--- src/rtl/fixed_point_iter_mult_pkg.sv ---
// Shared types and sizing helpers for the iterative fixed-point multiplier.
package fixed_point_iter_mult_pkg;

   // Controller state encoding; 2'd3 is unused and recovers to IDLE.
   typedef enum logic [1:0] {
      IDLE = 2'd0,
      CALC = 2'd1,
      DONE = 2'd2
   } state_e;

   // Iteration counter width: wide enough to hold n-1 with one bit of headroom.
   function automatic int unsigned cnt_width(input int unsigned n);
      return $clog2(n) + 1;
   endfunction

endpackage

--- src/rtl/fixed_point_iter_mult_ctrl.sv ---
// Sequencer for the iterative multiplier: FSM, iteration counter, handshake decode.
module fixed_point_iter_mult_ctrl
   import fixed_point_iter_mult_pkg::*;
#(
   parameter int unsigned n = 32
) (
   input  logic clk,
   input  logic reset,
   input  logic recv_val_i,
   input  logic send_rdy_i,
   output logic recv_rdy_o,
   output logic send_val_o,
   output logic calc_o,
   output logic last_o
);

   localparam int unsigned CW = cnt_width(n);

   state_e          state;
   state_e          next_state;
   logic [CW-1:0]   cnt_q;
   logic [CW-1:0]   cnt_d;

   // State and counter registers with synchronous reset.
   always_ff @(posedge clk) begin
      if (reset) begin
         state <= IDLE;
         cnt_q <= '0;
      end else begin
         state <= next_state;
         cnt_q <= cnt_d;
      end
   end

   // Next-state and counter update.
   always_comb begin
      next_state = state;
      cnt_d      = cnt_q;
      case (state)
         IDLE: begin
            if (recv_val_i) begin
               next_state = CALC;
               cnt_d      = '0;
            end
         end
         CALC: begin
            cnt_d = cnt_q + CW'(1);
            if (cnt_q == CW'(n - 1)) next_state = DONE;
         end
         DONE: begin
            if (send_rdy_i) next_state = IDLE;
         end
         default: next_state = IDLE;
      endcase
   end

   assign recv_rdy_o = (state == IDLE);
   assign send_val_o = (state == DONE);
   assign calc_o     = (state == CALC);
   assign last_o     = (state == CALC) && (cnt_q == CW'(n - 1));

endmodule

--- src/rtl/fixed_point_iter_mult.sv ---
// Iterative shift-add fixed-point multiplier, one multiplier bit per cycle.
module fixed_point_iter_mult
   import fixed_point_iter_mult_pkg::*;
#(
   parameter int unsigned n    = 32,
   parameter int unsigned d    = 16,
   parameter bit          sign = 1'b0
) (
   input  logic         clk,
   input  logic         reset,
   output logic         recv_rdy,
   input  logic         recv_val,
   input  logic [n-1:0] a,
   input  logic [n-1:0] b,
   input  logic         send_rdy,
   output logic         send_val,
   output logic [n-1:0] c
);

   logic accept;
   logic calc;
   logic last;

   logic [2*n-1:0] a_q, a_d;
   logic [2*n-1:0] acc_q, acc_d;
   logic [n-1:0]   b_q, b_d;
   logic [n-1:0]   c_q, c_d;

   fixed_point_iter_mult_ctrl #(.n(n)) control (
      .clk        (clk),
      .reset      (reset),
      .recv_val_i (recv_val),
      .send_rdy_i (send_rdy),
      .recv_rdy_o (recv_rdy),
      .send_val_o (send_val),
      .calc_o     (calc),
      .last_o     (last)
   );

   assign accept = recv_val && recv_rdy;

   // Operand load on accept, then one shift-add (or final subtract) step per CALC cycle.
   always_comb begin
      a_d   = a_q;
      b_d   = b_q;
      acc_d = acc_q;
      c_d   = c_q;
      if (accept) begin
         a_d   = sign ? {{n{a[n-1]}}, a} : {{n{1'b0}}, a};
         b_d   = b;
         acc_d = '0;
      end else if (calc) begin
         if (b_q[0]) begin
            // The multiplier MSB carries negative weight in two's complement.
            acc_d = (sign && last) ? (acc_q - a_q) : (acc_q + a_q);
         end
         a_d = a_q << 1;
         b_d = b_q >> 1;
         if (last) c_d = acc_d[n+d-1:d];
      end
   end

   // Datapath registers; c holds the last result until the next completion.
   always_ff @(posedge clk) begin
      if (reset) begin
         a_q   <= '0;
         b_q   <= '0;
         acc_q <= '0;
         c_q   <= '0;
      end else begin
         a_q   <= a_d;
         b_q   <= b_d;
         acc_q <= acc_d;
         c_q   <= c_d;
      end
   end

   assign c = c_q;

endmodule

--- config.mk ---
export PLATFORM = sky130hd
export DESIGN_NAME = fixed_point_iter_mult
export DESIGN_NICKNAME = d
export VERILOG_FILES = /design/src/rtl/fixed_point_iter_mult_pkg.sv /design/src/rtl/fixed_point_iter_mult_ctrl.sv /design/src/rtl/fixed_point_iter_mult.sv
export SDC_FILE = /design/constraint.sdc
export NUM_CORES = 1
export LEC_CHECK = 0
export BUFFER_PORTS_ARGS = -buffer_cell sky130_fd_sc_hd__buf_4
export CAP_MARGIN = 20
export CORE_AREA = 3 3 129 131
export CTS_CLUSTER_SIZE = 40
export DETAILED_ROUTE_END_ITERATION = 16
export DIE_AREA = 0 0 132 134
export HOLD_SLACK_MARGIN = 0.15
export MAX_ROUTING_LAYER = met4
export PLACE_DENSITY_LB_ADDON = 0.05
export SYNTH_ARGS = -nofsm -noshare
export SYNTH_HDL_FRONTEND = slang
export SYNTH_SLANG_ARGS = --single-unit
export TNS_END_PERCENT = 5
--- constraint.sdc ---
create_clock -name clk -period 3.45 [get_ports clk]
set_input_delay 0.5175 -clock clk [delete_from_list [all_inputs] [get_ports clk]]
set_output_delay 0.5175 -clock clk [all_outputs]
set_load 0.05 [all_outputs]
# --- Word-level counts from Yosys, hierarchy flattened ---
# Index checks and enable logic that the tools add are counted.
# W data, S select, Z words.
op_classes:
  n_eq_ne: 6
  add_sub_neg: 2
  n_reduce_logical: 10
  n_bitwise: 1
  muxes: 11
op_table:
  columns: ["op", "count"]
  rows:
  - ["$mux W32", 4]
  - ["$add A64 B64 Y64", 1]
  - ["$mux W48", 1]
  - ["$pmux W6 S2", 1]
  - ["$add A6 B1 Y6 const B", 1]
  - ["$eq A6 B5 Y1 const B", 1]
  - ["$mux W2", 3]
  - ["$mux W6", 1]
  - ["$pmux W2 S3", 1]
  - ["$reduce_and A3 Y1", 2]
  - ["$ne A2 B1 Y1 const B", 2]
  - ["$reduce_and A2 Y1", 2]
  - ["$reduce_bool A2 Y1", 2]
  - ["$eq A2 B1 Y1 const B", 1]
  - ["$eq A2 B2 Y1 const B", 1]
  - ["$logic_and A1 B1 Y1", 2]
  - ["$logic_not A2 Y1", 1]
  - ["$ne A2 B2 Y1 const B", 1]
  - ["$reduce_or A2 Y1", 1]
  - ["$not A1 Y1", 1]
totals:
  in_bits: 68
  register_bits: 200
  out_inout_bits: 34
  wordCells: 38

# --- Logic depth before layout (Yosys ltp) ---
# Gate-level depths: netlist (run 1).
depth:
  ltp_word: 4
  ltp_mapped: 11
  ltp_nobuf: 11

# --- Modules after synthesis ---
# Synthesis (run 1) repeated with hierarchy kept, for this count alone.
unflattened:
  hier_cells: 1154
  area_unflattened_um2: 9496.6
modules_own_cells:
  columns: ["mod", "area_each_um2", "instances", "seq_area_each_um2", "cells_per_inst"]
  rows:
  - ["fixed_point_iter_mult", 9086.2, 1, 3203.1, 1109]
  - ["fixed_point_iter_mult_ctrl", 410.4, 1, 160.2, 45]

# --- Worst setup path before layout (run 1) ---
# No wires, ideal clock.
synth_path:
  kind: "flip-flop to flip-flop"
  start: "register a_q[0]"
  end: "register c_q[28], in the netlist c[28]"
  setup_ns: 0.086
  arrival_time_ns: 2.976
  required_time_ns: 3.364
  path_slack_ns: 0.389
  synth_period_minus_slack_ns: 3.061
  path_buffers: 0
  path_stages_with_launch: 12
  cell_sequence: "dfxtp_1 -> ha_1 -> fa_1 -> nand3_1 -> a21oi_1 -> o311ai_0 -> and2_1 -> o221ai_1 -> a311o_1 -> a31oi_1 -> mux2_1 -> a211oi_1"
synth_via:
  elab_chain_len: 2
synth_rtl:
  columns: ["item", "line_no", "rtl"]
  rows:
  - ["start, declared", "fixed_point_iter_mult.sv:24", "logic [2*n-1:0] a_q, a_d;"]
  - ["start signal, assigned", "fixed_point_iter_mult.sv:66", "a_q <= '0;"]
  - ["start signal, assigned", "fixed_point_iter_mult.sv:71", "a_q <= a_d;"]
  - ["$add A64 B64 Y64", "fixed_point_iter_mult.sv:55", "acc_d = (sign && last) ? (acc_q - a_q) : (acc_q + a_q);"]
  - ["$mux W48", "fixed_point_iter_mult.sv:53", "if (b_q[0]) begin"]
  - ["end signal, assigned", "fixed_point_iter_mult.sv:69", "c_q <= '0;"]
  - ["end signal, assigned", "fixed_point_iter_mult.sv:74", "c_q <= c_d;"]
  - ["end, declared", "fixed_point_iter_mult.sv:27", "logic [n-1:0] c_q, c_d;"]
# Every way passes these cells.
# A chain may end at the register's enable or synchronous reset.

# --- Worst setup path after layout (run 1) ---
# Same ends and word-level chain as after synthesis.

==> impl_metrics.json, run 1 <==
{
  "status": "complete, no violations",
  "setup_viol": 0,
  "power_frac_clock": 0.442,
  "hold_class": "input port to flip-flop",
  "switching_share": 0.257,
  "ff2ff_path_depth": 11,
  "cp.required_ns": 3.80,
  "p_switching_uw": 1150,
  "vias": 8723,
  "drive_above_1_share": 0.137,
  "final_cells": 1468,
  "finClkSkew_ns": 0.00923,
  "crit_arrival_ns": 3.52,
  "period_share": 0.920,
  "area_delta_synth_final_pct": 17.1,
  "synth_common_cells": "nand2_1 (229), a21oi_1 (189), dfxtp_1 (168)",
  "pwr-share-comb": 0.100,
  "htreeDepth": 4,
  "path_cells": "ha_1 -> fa_1 -> nand3_1 -> a21oi_1 -> o311ai_2 -> and2_1 -> o221ai_1 -> a311o_1 -> a31oi_2 -> mux2_1 -> a211oi_1",
  "ys_ff_latch": 168,
  "peakVddDrop_mv": 0.428,
  "die_h_microns": 134,
  "place_congestion": 1.01,
  "clkLatencyLatePin_ns": 0.43,
  "core_sq_um": 15700,
  "grt_pass1_wl_mm": 40.1,
  "max_stage_delay_ns": 0.41,
  "initial_utilization": 0.581,
  "cts_hold_buf": 0,
  "cts_buffers": 17,
  "place_inst": 1436,
  "seq_area_frac_synth": 0.368,
  "hpwl_mm": 17.4,
  "synth_most_common_cell": "nand2_1",
  "die_w_microns": 132,
  "antenna_found_initial": 0,
  "ys_types": 67,
  "route.antenna.remaining_nets": 0,
  "pin_count": 102,
  "powerDensity_nw_per_um2": 417,
  "synth_top_family_by_area": "compound AO/OA/AOI/OAI gates",
  "synth_fp_nets": 1288,
  "leakagePower_uw": 0.00427,
  "ys.flop_type": "dfxtp_1",
  "drc": 0,
  "cts_sinks": 168,
  "slew_headroom": 0.534,
  "port_buffers": 101,
  "track_usage": 0.283,
  "power.internal_uw": 3310,
  "tns_ns": 0,
  "post-route-min-period_ns": 3.18,
  "synth-compound-area-share": 0.293,
  "synth-async-reset-ratio": 0,
  "rows": 46,
  "drv_slew": 0,
  "power.total_uw": 4460,
  "synth_edf_count": 0,
  "grt_pass1_vias": 8094,
  "cp_max_fo": 3,
  "routed_wl_mm": 24.7,
  "grt_max_degree": 65,
  "finalHoldViolations": 0,
  "rsz0062_at_grt": "no",
  "drv_cap": 0,
  "muxShareOfSynthArea": 0.0101,
  "cts.path.max_buffers": 2,
  "synthCells": 1171,
  "yosys_warnings": 0,
  "p_seq_frac": 0.458,
  "synth_xor_area_frac": 0.0422,
  "syn-cell-area_sq_um": 9130,
  "finalNetCount": 1357,
  "drt-pass1-iter-count": 5,
  "cts.clk_slew.worst_paths_ns": 0.07,
  "yosysTopAreaCellShare": 0.368,
  "die_area_sq_um": 17700,
  "max_freq_mhz": 315,
  "tightest_slew_ns": 0.699,
  "cp-start-kind": "flip-flop",
  "yosys-top-cells-area": "dfxtp_1 (37%), a21oi_1 (10%), nand2_1 (9.4%)",
  "grt.overflow.total": 0,
  "worstHoldPathCells": 3,
  "cts_tree": "yes",
  "yosys.area_share.adder": 0.0680,
  "routedWlPerCell_microns": 16.8,
  "avgSynthCellArea_sq_um": 7.79,
  "drt-initial-drc-count": 650,
  "slowest_stage": "fa_1",
  "critPathKind": "flip-flop to flip-flop",
  "via_per_inst": 5.94,
  "cts_root_buffer": "clkbuf_16",
  "synth_largest_area_cell": "dfxtp_1",
  "crit_path_end_kind": "flip-flop",
  "antennaDiodeCount": 0,
  "synthSimpleGateAreaFrac": 0.182
}
==> state kept, by name, indices dropped and copies added, names as in the netlist <==
register	flops
control.cnt_q	6
control.state	2
acc_q	48
b_q	32
c	32
a_q	48
==> per-layer routing <==
layer / GRT usage / vias up / part of all wire
li1: - / 4361 / -
met2: 0.458 / 269 / 0.46
met1: 0.366 / 4065 / 0.46
met3: 0.0525 / 28 / 0.063
met5: - / - / 0
met4: 0.0811 / 0 / 0.017
==> final cells by class <==
| type | count | area, sq um |
|---|---|---|
| tap | 216 | 270 |
| clock inverter | 13 | 170 |
| inverter | 12 | 45.0 |
| timing repair buffer | 124 | 943 |
| sequential | 168 | 3360 |
| fill | 1379 | 5020 |
| clock buffer | 18 | 429 |
| multi-input combinational | 917 | 5470 |
==> cell families (layout without fill, tap and decap cells) <==
logic type | after synthesis | count (layout)
multiplexers | 9 | 9
buffers and inverters | 86 | 167
flip-flops | 168 | 168
AO/OA/AOI/OAI | 425 | 425
XOR/XNOR | 44 | 44
AND/OR/NAND/NOR | 390 | 390
adder cells (fa/ha/maj) | 49 | 49
==> repair_timing <==
item / in CTS / in global routing
buffers inserted: 0 / 0
gates resized for setup: 0 / 3
endpoints found under the hold margin: 0 / 0
setup endpoints to repair: 0 / 1
==> path summary, 6_finish.rpt <==
path	startpoint	endpoint	slack (ns)
max reg2reg	a_q[0]	c[28]	0.27
max	a_q[0]	c[28]	0.27
min reg2reg	b_q[16]	b_q[16]	0.45
min	b[31]	b_q[31]	0.34
==> metrics by stage <==
step | setup WS, ns | instance area (sq um) | util | hold slack, ns
floorplan | 0.389 | 9130 | - | 0.436
global placement | 0.170 | 10100 | 0.640 | 0.442
detailed placement | 0.0794 | 10100 | 0.640 | 0.446
CTS | 0.0563 | 10700 | 0.678 | 0.336
global route | 0.0440 | 10700 | 0.680 | 0.341
finish | 0.274 | 10700 | 0.680 | 0.341
==> critical path: cells and delay by family (launching register included) <==
| family | cells | cell delay (ns) |
|---|---|---|
| AO/OA/AOI/OAI | 6 | 1.44 |
| adder cells (fa/ha/maj) | 2 | 0.65 |
| flip-flops | 1 | 0.33 |
| multiplexers | 1 | 0.34 |
| AND/OR/NAND/NOR | 2 | 0.32 |
==> power by group through the flow <==
stage,Sequential (uW),Combinational [uW],Clock (uW)
2_1_floorplan,2070,293,0
6_report,2040,447,1970
3_3_place_gp,2080,434,0
5_1_grt,2050,490,2070
3_5_place_dp,2090,438,0
4_1_cts,2040,440,1990
==> cells in the final DEF (no fill, tap or decap), drive strengths merged, types with 4 or more instances in the layout <==
cell	netlist	final
a2111oi	4	4
a211oi	32	32
a21o	31	31
a21oi	191	191
a22oi	63	63
a31oi	14	14
and2	4	4
and3	4	4
buf	9	124
clkbuf	65	18
clkinv	2	6
dfxtp	168	168
ha	48	48
inv	10	14
mux2i	7	7
nand2	229	229
nand2b	5	5
nand3	36	36
nand4	6	6
nor2	67	67
nor2b	9	9
nor3	14	14
o211ai	8	8
o21a	4	4
o21ai	41	41
o21bai	6	6
o31ai	4	4
or4	4	4
xnor2	22	22
xor2	22	22
(Power assumes the default switching activity.)
==> run 2, diff against run 1 <==
--- a/config.mk
+++ b/config.mk
@@ -7,10 +7,10 @@
 export LEC_CHECK = 0
 export BUFFER_PORTS_ARGS = -buffer_cell sky130_fd_sc_hd__buf_4
 export CAP_MARGIN = 20
-export CORE_AREA = 3 3 129 131
+export CORE_AREA = 3 3 124 126
 export CTS_CLUSTER_SIZE = 40
 export DETAILED_ROUTE_END_ITERATION = 16
-export DIE_AREA = 0 0 132 134
+export DIE_AREA = 0 0 127 129
 export HOLD_SLACK_MARGIN = 0.15
 export MAX_ROUTING_LAYER = met4
 export PLACE_DENSITY_LB_ADDON = 0.05
==> constraint.sdc (replaced) <==
create_clock -name clk -period 4.1 [get_ports clk]
set_input_delay 0.615 -clock clk [delete_from_list [all_inputs] [get_ports clk]]
set_output_delay 0.615 -clock clk [all_outputs]
set_load 0.05 [all_outputs]
==> run 2 against run 1 <==
Against the previous run: highest routed layer unchanged; worst hold slack improved by 0.090 ns; clock power fell by 19%; non-clock buffer count fell by 9; maximum frequency fell by 9.2%.
==> impl_metrics.json, run 2 (same netlist as run 1, synthesis figures left out) <==
{
  "port_buffers": 101,
  "die_area_sq_um": 16400,
  "p_switching_uw": 953,
  "place_inst": 1395,
  "initial_utilization": 0.633,
  "period_share": 0.853,
  "clkLatencyLatePin_ns": 0.44,
  "power.internal_uw": 2730,
  "post-route-min-period_ns": 3.50,
  "finClkSkew_ns": 0.0158,
  "die_h_microns": 129,
  "cts.clk_slew.worst_paths_ns": 0.07,
  "grt_pass1_vias": 7818,
  "grt_max_degree": 85,
  "cts_setup_buffers": 0,
  "top_regs": "a_q (48), acc_q (48)",
  "rsz0062_at_grt": "no",
  "finalNetCount": 1348,
  "cts_sinks": 168,
  "pin_count": 102,
  "power_frac_clock": 0.433,
  "setup_ws_ns": 0.603,
  "fin_util": 0.732,
  "rows": 44,
  "pwr-share-comb": 0.101,
  "final_cell_mix": "nand2_1 (229), a21oi_1 (189), dfxtp_1 (168), buf_4 (114), nor2_1 (65)",
  "tightest_slew_ns": 0.947,
  "routed_wl_mm": 24.0,
  "post_cts_resized": 0,
  "cts_hold_buf": 0,
  "slew_headroom": 0.368,
  "status": "complete, no violations",
  "htreeDepth": 4,
  "leakagePower_uw": 0.00422,
  "die_w_microns": 127,
  "drive_above_1_share": 0.129,
  "track_usage": 0.300,
  "area_delta_synth_final_pct": 15.6,
  "crit_arrival_ns": 3.85,
  "cts_tree": "yes",
  "route.antenna.remaining_nets": 0,
  "finalHoldViolations": 0,
  "core_sq_um": 14400,
  "crit_path_end_kind": "flip-flop",
  "drc": 0,
  "grt.overflow.total": 0,
  "p_seq_frac": 0.466,
  "hold_class": "input port to flip-flop",
  "drv_slew": 0,
  "final_cells": 1428,
  "cts_root_buffer": "clkbuf_16",
  "max_freq_mhz": 286,
  "cts_buffers": 17,
  "via_per_inst": 6.11,
  "switching_share": 0.259,
  "peakVddDrop_mv": 0.467,
  "vias": 8724,
  "antenna_found_initial": 0,
  "cp.required_ns": 4.46,
  "critPathKind": "flip-flop to flip-flop",
  "drv_cap": 0,
  "setup_viol": 0,
  "routedWlPerCell_microns": 16.8,
  "tns_ns": 0,
  "drt-pass1-iter-count": 5,
  "grt_pass1_wl_mm": 38.8,
  "pre_cts_slack_ns": 0.633,
  "powerDensity_nw_per_um2": 349,
  "place_congestion": 0.944,
  "final_common_cell": "nand2_1",
  "drt-initial-drc-count": 587,
  "cp-start-kind": "flip-flop",
  "cts.path.max_buffers": 2,
  "antennaDiodeCount": 0,
  "hpwl_mm": 16.2,
  "cp_max_fo": 3
}
-- run 2: final cells by class --
type,count,area (sq um)
Multi-Input combinational cell,917,5460
Fill cell,1217,3870
Sequential cell,168,3360
Timing Repair Buffer,115,883
Clock buffer,20,437
Tap cell,184,230
Clock inverter,12,141
Inverter,12,45.0
-- run 2: power by group through the flow --
stage | registers (uW) | logic, uW | clock network, uW
floorplan | 1740 | 247 | 0
global placement | 1750 | 363 | 0
detailed placement | 1750 | 366 | 0
CTS | 1720 | 368 | 1600
global route | 1720 | 408 | 1670
finish | 1720 | 371 | 1590
-- run 2: stage by stage --
stage               total power [uW]  instance area (sq um)  hold WS, ns
global route                    3790                  10600        0.450
detailed placement              2120                   9950        0.446
CTS                             3690                  10500        0.427
floorplan                       1990                   9130        0.436
finish                          3680                  10600        0.431
global placement                2110                   9950        0.441
-- run 2: final timing paths --
check	start	to	slack, ns	cells after the start
worst max register to register	a_q[0]	c[28]	0.60	11
worst min-delay path	b[31]	b_q[31]	0.43	3
worst min register to register	b_q[20]	b_q[20]	0.45	2
worst max-delay path	a_q[0]	c[28]	0.60	11
-- run 2: layer usage --
metal,global-route usage,wire length (microns)
met1,0.397,11100
met2,0.463,11000
met3,0.0685,1600
met4,0.0833,366
met5,-,0
-- run 2: critical path, cell delays in order (launching register included) --
cell and delay [ns]:
dfxtp_1 0.32, ha_1 0.24, fa_1 0.42, nand3_1 0.11, a21oi_1 0.10, o311ai_0 0.49
and2_1 0.30, o221ai_1 0.20, a311o_1 0.40, a31oi_1 0.29, mux2_1 0.35, a211oi_1 0.18
==> run 3, diff against run 2 <==
--- a/config.mk
+++ b/config.mk
@@ -5,12 +5,13 @@
 export SDC_FILE = /design/constraint.sdc
 export NUM_CORES = 1
 export LEC_CHECK = 0
+export ABC_AREA = 1
 export BUFFER_PORTS_ARGS = -buffer_cell sky130_fd_sc_hd__buf_4
 export CAP_MARGIN = 20
-export CORE_AREA = 3 3 124 126
+export CORE_AREA = 3 3 132 134
 export CTS_CLUSTER_SIZE = 40
 export DETAILED_ROUTE_END_ITERATION = 16
-export DIE_AREA = 0 0 127 129
+export DIE_AREA = 0 0 135 137
 export HOLD_SLACK_MARGIN = 0.15
 export MAX_ROUTING_LAYER = met4
 export PLACE_DENSITY_LB_ADDON = 0.05
==> run 3 against run 2 <==
Against the previous run: clock power barely moved; wire length rose by 28%; design area rose by 13%; maximum frequency rose by 36%; register-to-register slack improved by 0.93 ns; global-route usage rose by 4.3 points; via count rose by 27%; first-iteration DRC count rose by 79%; critical path type unchanged.
==> impl_metrics.json, run 3 <==
{
  "status": "complete, no violations",
  "top_regs": "a_q (48), acc_q (48)",
  "synth_edf_count": 0,
  "grt_pass1_wl_mm": 49.4,
  "area_delta_synth_final_pct": 13.5,
  "cts_hold_buf": 0,
  "crit_top_cell": "inv_2",
  "cts.clk_slew.worst_paths_ns": 0.07,
  "drv_cap": 0,
  "rsz0062_at_grt": "no",
  "antenna_found_initial": 0,
  "final_cell_mix": "nand2_1 (637), inv_1 (215), dfxtp_1 (168), a21oi_1 (124), nor2_1 (119)",
  "yosysTopAreaCellShare": 0.320,
  "holdCritStartpoint": "send_rdy",
  "crit_start": "control.state[0]",
  "r2r-start": "control.state[0]",
  "place_inst": 1967,
  "tns_ns": 0,
  "yosys-top-cells-area": "dfxtp_1 (32%), nand2_1 (23%), inv_1 (7.7%)",
  "initial_utilization": 0.640,
  "pre_cts_slack_ns": 1.62,
  "synth_most_common_cell": "nand2_1",
  "period_share": 0.627,
  "powerDensity_nw_per_um2": 313,
  "crit_path_end_kind": "flip-flop",
  "reg2reg_slack_ns": 1.53,
  "drv_slew": 0,
  "ff2ff_path_depth": 9,
  "route.antenna.remaining_nets": 0,
  "hpwl_mm": 22.5,
  "dpl-instance-area_sq_um": 11300,
  "slowest_stage": "nor3_4",
  "path_cells": "inv_2 -> nor2_4 -> buf_4 -> inv_2 -> nor3_4 -> inv_2 -> nor2_1 -> nand2_1 -> a21oi_1",
  "pin_count": 102,
  "cts_buffers": 17,
  "grt_max_degree": 72,
  "final_common_cell": "nand2_1",
  "clkLatencyLatePin_ns": 0.44,
  "crit_arrival_ns": 2.94,
  "cp-start-kind": "flip-flop",
  "ys.flop_type": "dfxtp_1",
  "hold_slack_ns": 0.439,
  "synth-async-reset-ratio": 0,
  "setup_ws_ns": 1.53,
  "max_freq_mhz": 389,
  "vias": 11100,
  "finClkSkew_ns": 0.0122,
  "timing.rr.end": "c[12]",
  "die_h_microns": 137,
  "min_to": "control.state[1]",
  "critPathKind": "flip-flop to flip-flop",
  "yosys.area_share.adder": 0.0591,
  "final_area_sq_um": 11900,
  "muxShareOfSynthArea": 0,
  "cp_max_fo": 49,
  "yosys_warnings": 0,
  "cts.path.max_buffers": 2,
  "peakVddDrop_mv": 0.309,
  "post-route-min-period_ns": 2.57,
  "core_sq_um": 16400,
  "final_cells": 1999,
  "finalHoldViolations": 0,
  "tightest_slew_ns": 0.882,
  "hold_class": "input port to flip-flop",
  "drt-initial-drc-count": 1052,
  "max_stage_delay_ns": 0.59,
  "rows": 47,
  "track_usage": 0.342,
  "synth_largest_area_cell": "dfxtp_1",
  "port_buffers": 101,
  "leakagePower_uw": 0.00569,
  "slew_headroom": 0.411,
  "htreeDepth": 4,
  "post_cts_resized": 0,
  "routed_wl_mm": 30.7,
  "antennaDiodeCount": 0,
  "routedWlPerCell_microns": 15.3,
  "synth_fp_nets": 1816,
  "grt_pass1_vias": 10000,
  "grt.overflow.total": 0,
  "place_congestion": 1.01,
  "via_per_inst": 5.56,
  "finalNetCount": 1883,
  "ys_types": 40,
  "die_area_sq_um": 18500,
  "drt-pass1-iter-count": 6,
  "drc": 0,
  "synth_top_family_by_area": "simple AND/OR/NAND/NOR gates",
  "cts_tree": "yes",
  "avgSynthCellArea_sq_um": 6.18,
  "syn-cell-area_sq_um": 10500,
  "cts_root_buffer": "clkbuf_16",
  "synth_xor_area_frac": 0.0166,
  "cp.required_ns": 4.47,
  "synthCells": 1699,
  "ys_ff_latch": 168,
  "drive_above_1_share": 0.102,
  "seq_area_frac_synth": 0.320,
  "die_w_microns": 135,
  "setup_viol": 0,
  "synth_common_cells": "nand2_1 (637), inv_1 (215), dfxtp_1 (168)",
  "worstHoldPathCells": 4,
  "synthSimpleGateAreaFrac": 0.339,
  "synth-compound-area-share": 0.157,
  "cts_setup_buffers": 0,
  "cts_sinks": 168
}
==> run 3: cell count changes after synthesis, moves of 15 or more <==
cell,delta
xnor2_1,-16
inv_1,+205
buf_2,+15
nand2_1,+408
nor2_1,+53
a211oi_1,-29
a31oi_1,+50
nand3_1,+54
clkbuf_1,-27
a22oi_1,-63
a21oi_1,-65
a21o_1,-29
==> run 3: worst max-delay path by stage <==
stage               cells past startpoint  slack (ns)               end
detailed placement                      9        1.62             c[12]
global route                            9        1.29             c[23]
global placement                        7        1.65  control.cnt_q[2]
floorplan                               8        2.10         acc_q[35]
CTS                                     9        1.60             c[12]
finish                                  9        1.53             c[12]
==> run 3: final cells by class <==
type / count / area (sq um)
fillers: 1440 / 4480
clock buffers: 18 / 439
inverters: 226 / 848
repair buffers: 111 / 833
clock inverters: 14 / 149
well taps: 220 / 275
multi-input cells: 1242 / 6020
flip-flops and latches: 168 / 3360
==> run 3: critical path, delay by kind of cell (launching register included) <==
| family | cells | cell delay [ns] |
|---|---|---|
| and+or+nand+nor | 4 | 1.01 |
| buffers and inverters | 4 | 0.98 |
| AOI/OAI and AO/OA | 1 | 0.11 |
| DFF | 1 | 0.37 |
==> run 3: kinds of logic after synthesis <==
kind of cell,Yosys count
flip-flops,168
buffers and inverters,289
AO/OA/AOI/OAI,288
XOR/XNOR,19
AND/OR/NAND/NOR,886
adder cells (fa/ha/maj),49
==> run 3: layer usage <==
| metal | vias up | track usage | part of all wire |
|---|---|---|---|
| li1 | 5546 | - | - |
| met1 | 5036 | 0.474 | 0.45 |
| met2 | 480 | 0.527 | 0.44 |
| met3 | 49 | 0.0596 | 0.090 |
| met4 | 0 | 0.0801 | 0.018 |
| met5 | - | - | 0 |
==> run 3: report_power, final <==
| part | switching (uW) | internal [uW] |
|---|---|---|
| combinational | 259 | 145 |
| sequential | 45.7 | 1690 |
| clock | 768 | 830 |
| total | 1070 | 2660 |
==> run 3: metrics by stage <==
stage,total power (uW),utilization
2_1_floorplan,2020,-
3_3_place_gp,2150,0.691
3_5_place_dp,2160,0.691
4_1_cts,3730,0.727
5_1_grt,3870,0.727
6_report,3730,0.727
